===== src/rtl/ctrl_pipe_reg.sv =====
// ctrl_pipe_reg: DEPTH-stage pipeline of WIDTH-bit control words with per-stage
// stall/flush, bubble insertion below a stall, and a retired-instruction counter.
//
// Ports:
//   clk            rising-edge clock
//   reset          synchronous active-high reset
//   in_ctrl        control word entering stage 0
//   in_valid       in_ctrl carries a real instruction
//   stall[k]       hold request for stage k (propagates to all upstream stages)
//   flush[k]       kill request for stage k (wins over stall)
//   stage_ctrl     registered control word of each stage, stage k at [k*WIDTH +: WIDTH]
//   stage_valid    registered valid bit of each stage
//   out_ctrl       final-stage control word, zero when the final stage is invalid
//   out_valid      final-stage valid bit
//   retired_count  wrapping count of valid words leaving the final stage
module ctrl_pipe_reg #(
    parameter int unsigned WIDTH = 3,
    parameter int unsigned DEPTH = 2,
    parameter int unsigned CNT_W = 32
) (
    input  logic                   clk,
    input  logic                   reset,
    input  logic [WIDTH-1:0]       in_ctrl,
    input  logic                   in_valid,
    input  logic [DEPTH-1:0]       stall,
    input  logic [DEPTH-1:0]       flush,
    output logic [DEPTH*WIDTH-1:0] stage_ctrl,
    output logic [DEPTH-1:0]       stage_valid,
    output logic [WIDTH-1:0]       out_ctrl,
    output logic                   out_valid,
    output logic [CNT_W-1:0]       retired_count
);

    localparam int unsigned LAST = DEPTH - 1;

    logic [DEPTH*WIDTH-1:0] ctrl_q;
    logic [DEPTH*WIDTH-1:0] ctrl_d;
    logic [DEPTH-1:0]       valid_q;
    logic [DEPTH-1:0]       valid_d;
    logic [DEPTH-1:0]       estall;
    logic [CNT_W-1:0]       cnt_q;
    logic                   retire;

    // Effective stall: a stall at stage k freezes every stage upstream of it.
    always_comb begin
        logic acc;
        estall = '0;
        acc    = 1'b0;
        for (int k = DEPTH - 1; k >= 0; k--) begin
            acc       = acc | stall[k];
            estall[k] = acc;
        end
    end

    // Next-state per stage: flush > stall(hold) > advance.
    always_comb begin
        ctrl_d  = ctrl_q;
        valid_d = valid_q;

        if (flush[0]) begin
            valid_d[0]        = 1'b0;
            ctrl_d[0 +: WIDTH] = '0;
        end else if (!estall[0]) begin
            valid_d[0]        = in_valid;
            ctrl_d[0 +: WIDTH] = in_valid ? in_ctrl : '0;
        end

        for (int k = 1; k < DEPTH; k++) begin
            if (flush[k]) begin
                valid_d[k]             = 1'b0;
                ctrl_d[k*WIDTH +: WIDTH] = '0;
            end else if (!estall[k]) begin
                // Upstream is frozen while this stage moves on: take a bubble
                // so the held word is not duplicated.
                if (estall[k-1]) begin
                    valid_d[k]             = 1'b0;
                    ctrl_d[k*WIDTH +: WIDTH] = '0;
                end else begin
                    valid_d[k]             = valid_q[k-1];
                    ctrl_d[k*WIDTH +: WIDTH] = ctrl_q[(k-1)*WIDTH +: WIDTH];
                end
            end
        end
    end

    // A word retires when the final stage is valid and actually leaves.
    assign retire = valid_q[LAST] & ~estall[LAST] & ~flush[LAST];

    // Stage and counter registers.
    always_ff @(posedge clk) begin
        if (reset) begin
            ctrl_q  <= '0;
            valid_q <= '0;
            cnt_q   <= '0;
        end else begin
            ctrl_q  <= ctrl_d;
            valid_q <= valid_d;
            if (retire) begin
                cnt_q <= cnt_q + CNT_W'(1);
            end
        end
    end

    assign stage_ctrl    = ctrl_q;
    assign stage_valid   = valid_q;
    assign out_valid     = valid_q[LAST];
    assign out_ctrl      = ctrl_q[LAST*WIDTH +: WIDTH] & {WIDTH{valid_q[LAST]}};
    assign retired_count = cnt_q;

endmodule


===== config.mk =====
export PLATFORM = sky130hd
export DESIGN_NAME = ctrl_pipe_reg
export DESIGN_NICKNAME = d
export VERILOG_FILES = /design/src/rtl/ctrl_pipe_reg.sv
export SDC_FILE = /design/constraint.sdc
export NUM_CORES = 1
export LEC_CHECK = 0
export ABC_AREA = 1
export ABC_CLOCK_PERIOD_IN_PS = 1800
export BUFFER_PORTS_ARGS = -buffer_cell sky130_fd_sc_hd__buf_2
export CORE_AREA = 2 2 62 75
export CTS_CLUSTER_SIZE = 24
export DETAILED_ROUTE_END_ITERATION = 10
export DIE_AREA = 0 0 64 77
export PLACE_DENSITY_LB_ADDON = 0.25
export SETUP_SLACK_MARGIN = 0.1
export SLEW_MARGIN = 15
export SYNTH_ARGS = -nofsm -noshare
export SYNTH_HDL_FRONTEND = slang
export SYNTH_SLANG_ARGS = --single-unit
export TNS_END_PERCENT = 30

===== constraint.sdc =====
create_clock -name clk -period 1.8 [get_ports clk]
set_input_delay 0.09 -clock clk [delete_from_list [all_inputs] [get_ports clk]]
set_output_delay 0.09 -clock clk [all_outputs]
set_load 0.005 [all_outputs]

---- Yosys cells after proc, flatten, opt, wreduce, memory -nomap -nowiden ----
Index checks and enable logic that the tools add are counted.
word-level totals
  word-level logic and storage cells ...... 17
  flip-flop bits (word level) ............. 40
  input port bits ......................... 10
cells by class
  bitwise gates (word level) .............. 6
  mux-type cells .......................... 3
  add/sub/neg operators ................... 1
  reduce and logical (&&, ||, !) cells .... 2
operators by type and width
  operator                 number
  $add A32 B1 Y32 const B  1
  $mux W3                  2
  $reduce_or A2 Y1         2
  $and A3 B3 Y3            1
  $and A1 B1 Y1            2
  $not A1 Y1               2
  $mux W1                  1
  $or A1 B1 Y1             1

---- Depth between registers and ports, before layout ----
Gate-level depths: netlist (run 1).
  word-level depth ........................ 3
  mapped depth ............................ 10
  depth with buffers taken out ............ 9

---- Worst setup path after synthesis (run 1) ----
No wires, ideal clock.
  kind .................................... reg-to-reg
  from .................................... register cnt_q[0], in the netlist retired_count[0]
  to ...................................... register cnt_q[10], in the netlist retired_count[10]
  stages on the path, launching flop included .. 9
  setup slack ............................. 0.379 ns
  path buffers ............................ 0
  required time ........................... 1.681 ns
  data arrival time ....................... 1.301 ns
  library setup time ...................... 0.119 ns
  period minus slack after synthesis ...... 1.421 ns
  cell sequence ........................... dfxtp_1 ha_1 nand2_1 nor2_2 nand2_1 nor2_1 nand2_1 o21ai_0 a21oi_1
between the ends
  longest elaborated chain between the ends .. 1
ends and longest elaborated chain
  item                    line  source
  start, declared         41    logic [CNT_W-1:0] cnt_q;
  start signal, assigned  99    cnt_q <= cnt_q + CNT_W'(1);
  $add A32 B1 Y32         99
No other way between the ends.
A chain may end at the register's enable or synchronous reset.

---- Worst setup path in the final report (run 1) ----
  from .................................... register cnt_q[1], in the netlist retired_count[1]
  to ...................................... register cnt_q[10], in the netlist retired_count[10]
The elaborated chain is that of the path after synthesis.

==> flow_summary_export.csv, run 1 <==
group,metric,value,unit
status,status,"finished, final reports clean",
sta,setup_viol,0,
logic_synthesis,netlist_area,2140,um2
power_and_ir_drop,peakVddDrop,0.555,mV
detailed_routing,vias,2301,
finish,antennaDiodeCount,0,
logic_synthesis,synth_edf_count,0,
global_routing,grt-ovfl-total,0,
global_routing,grtUsageMet1,28.2,%
finish,layout-drive-gt1-share,20.4,%
sta,period_minus_slack,1.62,ns
die,die_area,4930,um2
sta,skew,0.00648,ns
detailed_routing,wl_per_cell,11.7,um
finish,layout.cells.non_filler,467,
global_routing,antenna_found_initial,0,
logic_synthesis,synth.distinct_cells,23,
sta,final.setup.tns,0,ns
global_routing,grt_pass1_wl,9280,um
power_and_ir_drop,p_leak,1.18,nW
global_routing,met2_usage,39.4,%
run,maxCapViolations,0,
power_and_ir_drop,clkPwrFrac,46.1,%
cts,worst_skew_pair.late_latency,0.29,ns
die,initial_core_util,51.0,%
sta,rsz0062_at_grt,"yes",
finish,area_growth,22.1,%
finish,layout_commonest_cell,"nand2_1",
die,io_pins,54,
detailed_routing,ant_nets,0,
finish,fillers,398,
global_routing,top_usage_layer,"met2",
placement,place.gp.congestion,0.897,
cts,cts-root-buf,"clkbuf_8",
power_and_ir_drop,power_density,666,nW/um2
sta,worstMarginPinSlew,0.402,ns
finish,final_util,62.3,%
detailed_routing,drtIter0Drc,106,
cts,hold_buffers,0,
cts,clk_pin_slew,0.08,ns
cts,postCtsSetupRepairBufs,0,
worst_setup_path,critPathLaunchType,"flop",
sta,hold_violations,0,
worst_setup_path,end_kind,"flop",
global_routing,use_met3,4.40,%
die,die_w,64,um
sta,worst_hold_slack,0.0405,ns
power_and_ir_drop,p_int,1.39,mW
sta,maxSlewHeadroom,73.2,%
logic_synthesis,ys_ff_latch,40,
global_routing,grt_start_max_net_pins,14,
die,row_count,26,
worst_setup_path,path_max_fanout,5,
sta,fin_crit_sh,90.1,%
placement,dp.cells,459,
worst_setup_path,required,1.98,ns
worst_setup_path,critPathArrivalTime,1.80,ns
die,die_h,77,um
logic_synthesis,avgSynthCellArea,6.10,um2
detailed_routing,drt_pre_antenna_iters,4,
logic_synthesis,async_flop_share,0,%
sta,fmax,0.616,GHz
cts,cts_tree,"built",
worst_hold_path,worstHoldPathType,"in -> reg",
logic_synthesis,ys_seq_area_share,37.4,%
cts,cts.path.max_buffers,2,
logic_synthesis,ys_warn_count,0,
global_routing,grt_usage,23.6,%
detailed_routing,avgViaCountPerCell,4.93,
logic_synthesis,synth_cells,351,
power_and_ir_drop,seqPwrFrac,50.9,%
sta,slew_violations,0,
finish,num-nets-final,421,
finish,final_cell_mix,"nand2_1, nor2_1, buf_2, inv_1, dfxtp_1",
cts,cts_max_level,2,
power_and_ir_drop,combPwrFrac,3.0,%
detailed_routing,routed_wl,5470,um
power_and_ir_drop,p_sw,0.348,mW
finish,regArea,802,um2
logic_synthesis,synth_flop_cell,"dfxtp_1",
finish,multi_input_area,1140,um2
detailed_routing,drc,0,
placement,port_buffers,53,
cts,cts_resized,1,
die,core_area,4200,um2
power_and_ir_drop,total_power,1.74,mW
worst_setup_path,critPathKind,"reg -> reg",
cts,numCtsBuffers,5,
cts,cts.sinks,40,
logic_synthesis,syn_nets,362,
placement,detailed_place_hpwl,4130,um
global_routing,first_global_vias,2083,
power_and_ir_drop,switching_share,20.0,%
-- per-layer routing --
layer	part of all wire, %	vias to the layer above
met4	2.5	0
met2	48	80
li1	-	1209
met5	0	-
met3	6.1	13
met1	43	999
-- cell type report --
| cell class | count | share of cell area (%) |
|---|---|---|
| Multi-Input combinational cell | 259 | 43.8 |
| Clock buffer | 7 | 3.68 |
| Tap cell | 56 | 2.68 |
| Sequential cell | 40 | 30.7 |
| Timing Repair Buffer | 57 | 11.3 |
| Clock inverter | 1 | 1.15 |
| Inverter | 47 | 6.75 |
-- cell usage after synthesis (3+ instances only) --
library cell | number | share of area [%]
nand2_1 | 106 | 19
nor2_1 | 70 | 12
inv_1 | 45 | 7.9
dfxtp_1 | 40 | 37
a21oi_1 | 23 | 5.4
nand3_1 | 19 | 4.4
nor2_2 | 10 | 2.9
nand4_1 | 7 | 2.0
o21ai_0 | 7 | 1.6
nand3b_1 | 4 | 1.4
nor3_1 | 3 | 0.70
-- stage by stage --
| stage | worst slack [ns] | cell area [um2] |
|---|---|---|
| after CTS | 0.170 | 2610 |
| final | 0.178 | 2620 |
| after detailed placement | 0.205 | 2480 |
| after floorplan | 0.379 | 2140 |
| after global routing | 0.0498 | 2620 |
| after global placement | 0.320 | 2480 |
-- path summary, 6_finish.rpt --
path / cells past startpoint / slack (ns) / startpoint / to
setup / recovery: 8 / 0.18 / retired_count[1] / retired_count[10]
hold / removal: 3 / 0.04 / in_ctrl[1] / stage_ctrl[1]
setup reg to reg: 8 / 0.18 / retired_count[1] / retired_count[10]
hold reg to reg: 2 / 0.47 / stage_ctrl[0] / stage_ctrl[0]
-- sequential cells by signal (all words and copies together), names as in the netlist --
register       cells
stage_valid        2
retired_count     32
stage_ctrl         6
-- worst max-delay path, cell delays in order (launching register included) --
cell and delay (ns):
dfxtp_1 0.40, ha_1 0.20, nand2_1 0.11, nor2_2 0.15
nand2_1 0.14, nor2_4 0.15, nand2_1 0.09, o21ai_0 0.20
a21oi_1 0.06
-- cell families after synthesis --
kind of cell    share of synthesized area [%]
compound gates                           7.65
xor+xnor                                0.409
fa+ha+maj                               0.584
buf+inv                                  9.52
flops                                    37.4
simple gates                             44.5
-- power groups by stage --
stage / clock network, mW / registers (mW) / logic (mW)
finish: 0.802 / 0.887 / 0.0525
global route: 0.856 / 0.887 / 0.0590
CTS: 0.819 / 0.886 / 0.0523
detailed placement: 0 / 0.907 / 0.0520
global placement: 0 / 0.907 / 0.0516
floorplan: 0 / 0.908 / 0.0287
Note: power is estimated with default switching activity, not from simulation.
==> run 2: changes to the inputs <==
- CELL_PAD_IN_SITES_DETAIL_PLACEMENT: default -> 0
- CELL_PAD_IN_SITES_GLOBAL_PLACEMENT: default -> 1
- CORE_AREA: 2 2 62 75 -> 2 2 74 90
- DIE_AREA: 0 0 64 77 -> 0 0 76 92
- GPL_ROUTABILITY_DRIVEN: default -> 0
==> run 2 against run 1 <==
Against the previous run: sequential power about the same; critical path type unchanged; critical endpoint is now retired_count[14]; fmax increased by 6.0%; clock power decreased by 20%; core utilization decreased by 20 points.
==> flow_summary_export.csv, run 2 (synthesis results as in run 1) <==
group,metric,value,unit
status,status,"finished, final reports clean",
worst_hold_path,holdPathEnd,"stage_ctrl[2]",
cts,numCtsBuffers,5,
sta,final.setup.tns,0,ns
finish,area_growth,22.5,%
sta,rsz0062_at_grt,"yes",
die,io_pins,54,
cts,cts_max_level,2,
global_routing,grt-ovfl-total,0,
sta,slew_violations,0,
power_and_ir_drop,total_power,1.58,mW
detailed_routing,ant_nets,0,
power_and_ir_drop,switching_share,23.4,%
sta,fin_crit_sh,85.1,%
finish,final_cell_mix,"nand2_1, nor2_1, buf_2, inv_1, dfxtp_1",
power_and_ir_drop,seqPwrFrac,56.1,%
cts,cts.path.max_buffers,2,
worst_setup_path,timing.rr.end,"retired_count[14]",
cts,cts.sinks,40,
detailed_routing,wl_per_cell,11.9,um
worst_setup_path,critPathLaunchType,"flop",
run,maxCapViolations,0,
die,die_w,76,um
power_and_ir_drop,p_sw,0.370,mW
worst_setup_path,r2r_cells,8,
detailed_routing,avgViaCountPerCell,4.65,
cts,cts-root-buf,"clkbuf_8",
cts,hold_buffers,0,
die,core_area,6210,um2
detailed_routing,drtIter0Drc,85,
global_routing,grt_start_max_net_pins,13,
worst_setup_path,crit_start,"retired_count[1]",
worst_setup_path,path_max_fanout,5,
die,initial_core_util,34.5,%
finish,num-nets-final,422,
detailed_routing,drc,0,
power_and_ir_drop,power_density,602,nW/um2
power_and_ir_drop,clkPwrFrac,40.6,%
finish,layout-drive-gt1-share,20.6,%
worst_hold_path,min_path_cells,3,
global_routing,antenna_found_initial,0,
detailed_routing,vias,2309,
global_routing,grt_usage,17.6,%
die,die_area,6990,um2
sta,worst_hold_slack,0.0332,ns
finish,design_area,2630,um2
worst_setup_path,timing.rr.start,"retired_count[1]",
sta,worstMarginPinSlew,0.363,ns
worst_setup_path,r2r_slack,0.27,ns
placement,place_area,2520,um2
cts,cts_tree,"built",
detailed_routing,routed_wl,5900,um
sta,maxSlewHeadroom,75.8,%
worst_hold_path,worstHoldPathType,"in -> reg",
sta,period_minus_slack,1.53,ns
finish,antennaDiodeCount,0,
power_and_ir_drop,p_int,1.21,mW
power_and_ir_drop,combPwrFrac,3.3,%
sta,hold_violations,0,
worst_setup_path,required,1.98,ns
die,row_count,32,
cts,clk_pin_slew,0.08,ns
power_and_ir_drop,peakVddDrop,0.326,mV
power_and_ir_drop,p_leak,1.17,nW
detailed_routing,drt_pre_antenna_iters,5,
worst_setup_path,critPathArrivalTime,1.71,ns
placement,detailed_place_hpwl,4630,um
die,die_h,92,um
finish,final_util,42.3,%
finish,layout_commonest_cell,"nand2_1",
sta,setup_viol,0,
sta,skew,0.00647,ns
finish,fillers,688,
sta,fmax,0.653,GHz
worst_setup_path,end_kind,"flop",
worst_hold_path,hp-start,"in_ctrl[2]",
cts,worst_skew_pair.late_latency,0.30,ns
placement,port_buffers,53,
global_routing,grt_pass1_wl,9770,um
worst_setup_path,critPathKind,"reg -> reg",
global_routing,first_global_vias,2058,
finish,largest_reg_flops,32,
-- run 2: changes by cell type in the layout (fill, tap and decap cells not counted) --
cell | before | now
clkbuf_8 | 7 | 6
bufinv_16 | 1 | 0
clkinv_2 | 0 | 2
buf_4 | 4 | 5
-- run 2: routing by layer --
metal  GRT usage [%]  share of wire, %  wire [um]
met1            22.4                45       2640
met2            29.6                48       2800
met3            2.85               5.3        312
met4            7.58               2.4        140
met5               0                 0          0
-- run 2: how the worst max path moves through the flow --
stage / cells after the start / endpoint / slack, ns
2_1_floorplan: 8 / retired_count[10] / 0.38
4_1_cts: 8 / retired_count[10] / 0.20
6_report: 8 / retired_count[14] / 0.27
3_5_place_dp: 8 / retired_count[10] / 0.21
3_3_place_gp: 8 / retired_count[10] / 0.29
5_1_grt: 8 / retired_count[14] / 0.09
-- run 2: per-stage QoR --
stage | cells | setup slack [ns]
3_3_place_gp | 489 | 0.287
6_report | 497 | 0.269
3_5_place_dp | 489 | 0.209
4_1_cts | 497 | 0.201
2_1_floorplan | 351 | 0.379
5_1_grt | 497 | 0.0920
-- run 2: timing repair --
action / CTS / global route
setup endpoints to repair: 0 / 5
gates resized for setup: 0 / 3
setup buffers: 0 / 0
-- run 2: critical path: stages, from the launching register on --
cell and delay (ns):
dfxtp_1 0.40, ha_1 0.19, nand2_1 0.10, nor2_2 0.14, nand2_1 0.13, nor2_2 0.24
nand3_1 0.09, o21ai_0 0.08, nor2_1 0.05
-- run 2: final cells by class --
cell class	instances	area [um2]	share of cell area, %
clock buffers	6	82.6	3.15
clock inverters	2	10.0	0.381
inverters	47	176	6.72
multi-input cells	259	1140	43.6
flip-flops and latches	40	802	30.6
well taps	85	106	4.05
repair buffers	58	303	11.5
-- run 2: power by group through the flow --
stage / Combinational, mW / Sequential, mW / Clock [mW]
3_5_place_dp: 0.0533 / 0.908 / 0
5_1_grt: 0.0591 / 0.887 / 0.703
2_1_floorplan: 0.0287 / 0.908 / 0
4_1_cts: 0.0535 / 0.887 / 0.671
6_report: 0.0526 / 0.886 / 0.642
3_3_place_gp: 0.0532 / 0.908 / 0
==> run 3: changes to the inputs <==
- ABC_CLOCK_PERIOD_IN_PS: 1800 -> 1640
- PLACE_DENSITY: default -> 0.82
- PLACE_DENSITY_LB_ADDON: 0.25 -> default
- clock period: 1.8 -> 1.64 ns (I/O delays scaled with it)
==> run 3 against run 2 <==
Against the previous run: die area is the same; routed wire length shrank 1.9%; total power grew 18%; non-clock buffer count grew 6; global-route usage shrank 0.15 points; clock skew shrank 0.00052 ns; core utilization grew 2.1 points; setup slack lost 0.040 ns; flip-flop and latch count is the same; sequential power grew 9.7%; critical endpoint is now retired_count[26].
==> flow_summary_export.csv, run 3 (synthesis results as in run 1) <==
group,metric,value,unit
sta,maxSlewHeadroom,77.8,%
global_routing,grt_usage,17.5,%
power_and_ir_drop,clkPwrFrac,45.0,%
placement,dp.cells,494,
placement,detailed_place_hpwl,4530,um
cts,cts.sinks,40,
die,io_pins,54,
finish,antennaDiodeCount,0,
status,status,"finished, final reports clean",
die,core_area,6210,um2
detailed_routing,drt_pre_antenna_iters,4,
placement,port_buffers,53,
power_and_ir_drop,power_density,680,nW/um2
finish,regArea,805,um2
worst_setup_path,max_stage_delay,0.37,ns
power_and_ir_drop,total_power,1.87,mW
sta,worstMarginPinSlew,0.332,ns
detailed_routing,wl_per_cell,11.5,um
power_and_ir_drop,p_int,1.45,mW
power_and_ir_drop,p_sw,0.423,mW
finish,fillers,666,
cts,cts-root-buf,"clkbuf_8",
global_routing,grt-ovfl-total,0,
detailed_routing,routed_wl,5780,um
worst_setup_path,r2r_cells,9,
sta,hold_violations,0,
finish,layout.cells.non_filler,503,
finish,final_cell_mix,"nand2_1, nor2_1, buf_2, inv_1, dfxtp_1",
cts,numCtsBuffers,5,
global_routing,grt_pass1_wl,9840,um
cts,clk_pin_slew,0.08,ns
finish,largest_reg_flops,32,
worst_hold_path,holdPathEnd,"stage_ctrl[0]",
sta,setup_viol,0,
sta,slew_violations,0,
power_and_ir_drop,switching_share,22.6,%
finish,layout_commonest_cell,"nand2_1",
sta,fmax,0.709,GHz
finish,area_growth,28.5,%
die,die_h,92,um
worst_setup_path,cp_slowest_cell,"dfxtp_4",
power_and_ir_drop,peakVddDrop,0.318,mV
finish,layout-drive-gt1-share,23.7,%
detailed_routing,drtIter0Drc,121,
worst_setup_path,crit_chain,"ha_1 -> nand2_2 -> nor2_2 -> nand2_2 -> nor2_4 -> nand3_1 -> nand2_1 -> nand2_1 -> nor2_1",
power_and_ir_drop,seqPwrFrac,51.9,%
run,maxCapViolations,0,
worst_hold_path,min_path_cells,3,
die,die_area,6990,um2
sta,final.setup.tns,0,ns
cts,worst_skew_pair.late_latency,0.29,ns
worst_setup_path,end_kind,"flop",
detailed_routing,ant_nets,0,
worst_hold_path,worstHoldPathType,"in -> reg",
global_routing,antenna_found_initial,0,
die,row_count,32,
worst_setup_path,critPathLaunchType,"flop",
detailed_routing,vias,2278,
global_routing,grt_start_max_net_pins,15,
worst_setup_path,crit_start,"retired_count[1]",
worst_setup_path,timing.rr.start,"retired_count[1]",
sta,rsz0062_at_grt,"yes",
worst_setup_path,critPathKind,"reg -> reg",
power_and_ir_drop,combPwrFrac,3.1,%
finish,num-nets-final,428,
finish,multi_input_area,1200,um2
sta,fin_crit_sh,86.1,%
worst_setup_path,path_max_fanout,5,
cts,cts_tree,"built",
worst_setup_path,required,1.87,ns
worst_hold_path,hp-start,"in_ctrl[0]",
cts,cts_max_level,2,
finish,final_util,44.4,%
sta,period_minus_slack,1.41,ns
die,die_w,76,um
die,initial_core_util,34.5,%
power_and_ir_drop,p_leak,1.21,nW
detailed_routing,drc,0,
worst_setup_path,r2r_slack,0.23,ns
sta,skew,0.00595,ns
global_routing,first_global_vias,2111,
worst_setup_path,timing.rr.end,"retired_count[26]",
worst_setup_path,critPathArrivalTime,1.64,ns
detailed_routing,avgViaCountPerCell,4.53,
cts,cts.path.max_buffers,2,
-- run 3: worst max path at each step --
stage,endpoint,slack [ns],depth (start not counted)
finish,retired_count[26],0.23,9
global route,retired_count[10],0.07,8
CTS,retired_count[10],0.1,8
detailed placement,retired_count[10],0.02,8
global placement,retired_count[10],0.1,8
floorplan,retired_count[10],0.22,8
-- run 3: repair_timing --
item	4_1_cts	5_1_grt
hold buffers	0	0
buffers inserted	0	1
endpoints found under the setup margin	3	22
gates cloned	0	0
gates resized for setup	1	19
pin swaps	0	1
-- run 3: worst max-delay path: cells and delay by family (launching register included) --
| kind | cells | cell delay (ns) |
|---|---|---|
| fa+ha+maj | 1 | 0.18 |
| flops | 1 | 0.37 |
| simple gates | 8 | 0.80 |
-- run 3: final cells by class --
type / count / area share (%)
Inverter: 47 / 6.41
Timing Repair Buffer: 64 / 12.6
Sequential cell: 40 / 29.2
Tap cell: 85 / 3.86
Clock inverter: 3 / 1.68
Multi-Input combinational cell: 259 / 43.7
Clock buffer: 5 / 2.50
-- run 3: power by group through the flow --
stage / Sequential, mW / Clock (mW) / Combinational (mW)
3_3_place_gp: 0.996 / 0 / 0.0579
5_1_grt: 0.972 / 0.915 / 0.0683
4_1_cts: 0.973 / 0.871 / 0.0585
6_report: 0.972 / 0.843 / 0.0589
3_5_place_dp: 0.996 / 0 / 0.0582
2_1_floorplan: 0.996 / 0 / 0.0315
-- run 3: layer usage --
layer / track usage (%) / routed length [um] / vias to the layer above
met5: 0 / 0 / -
met2: 29.1 / 2830 / 38
li1: - / - / 1223
met1: 23.1 / 2690 / 1015
met3: 3.15 / 223 / 2
met4: 5.30 / 38 / 0
-- run 3: metrics by stage --
step | area, um2 | hold slack (ns) | setup slack, ns
finish | 2750 | 0.0269 | 0.229
global route | 2750 | 0.0168 | 0.0737
CTS | 2680 | 0.0146 | 0.0986
detailed placement | 2560 | 0.341 | 0.0247
global placement | 2560 | 0.338 | 0.0980
floorplan | 2140 | 0.222 | 0.219
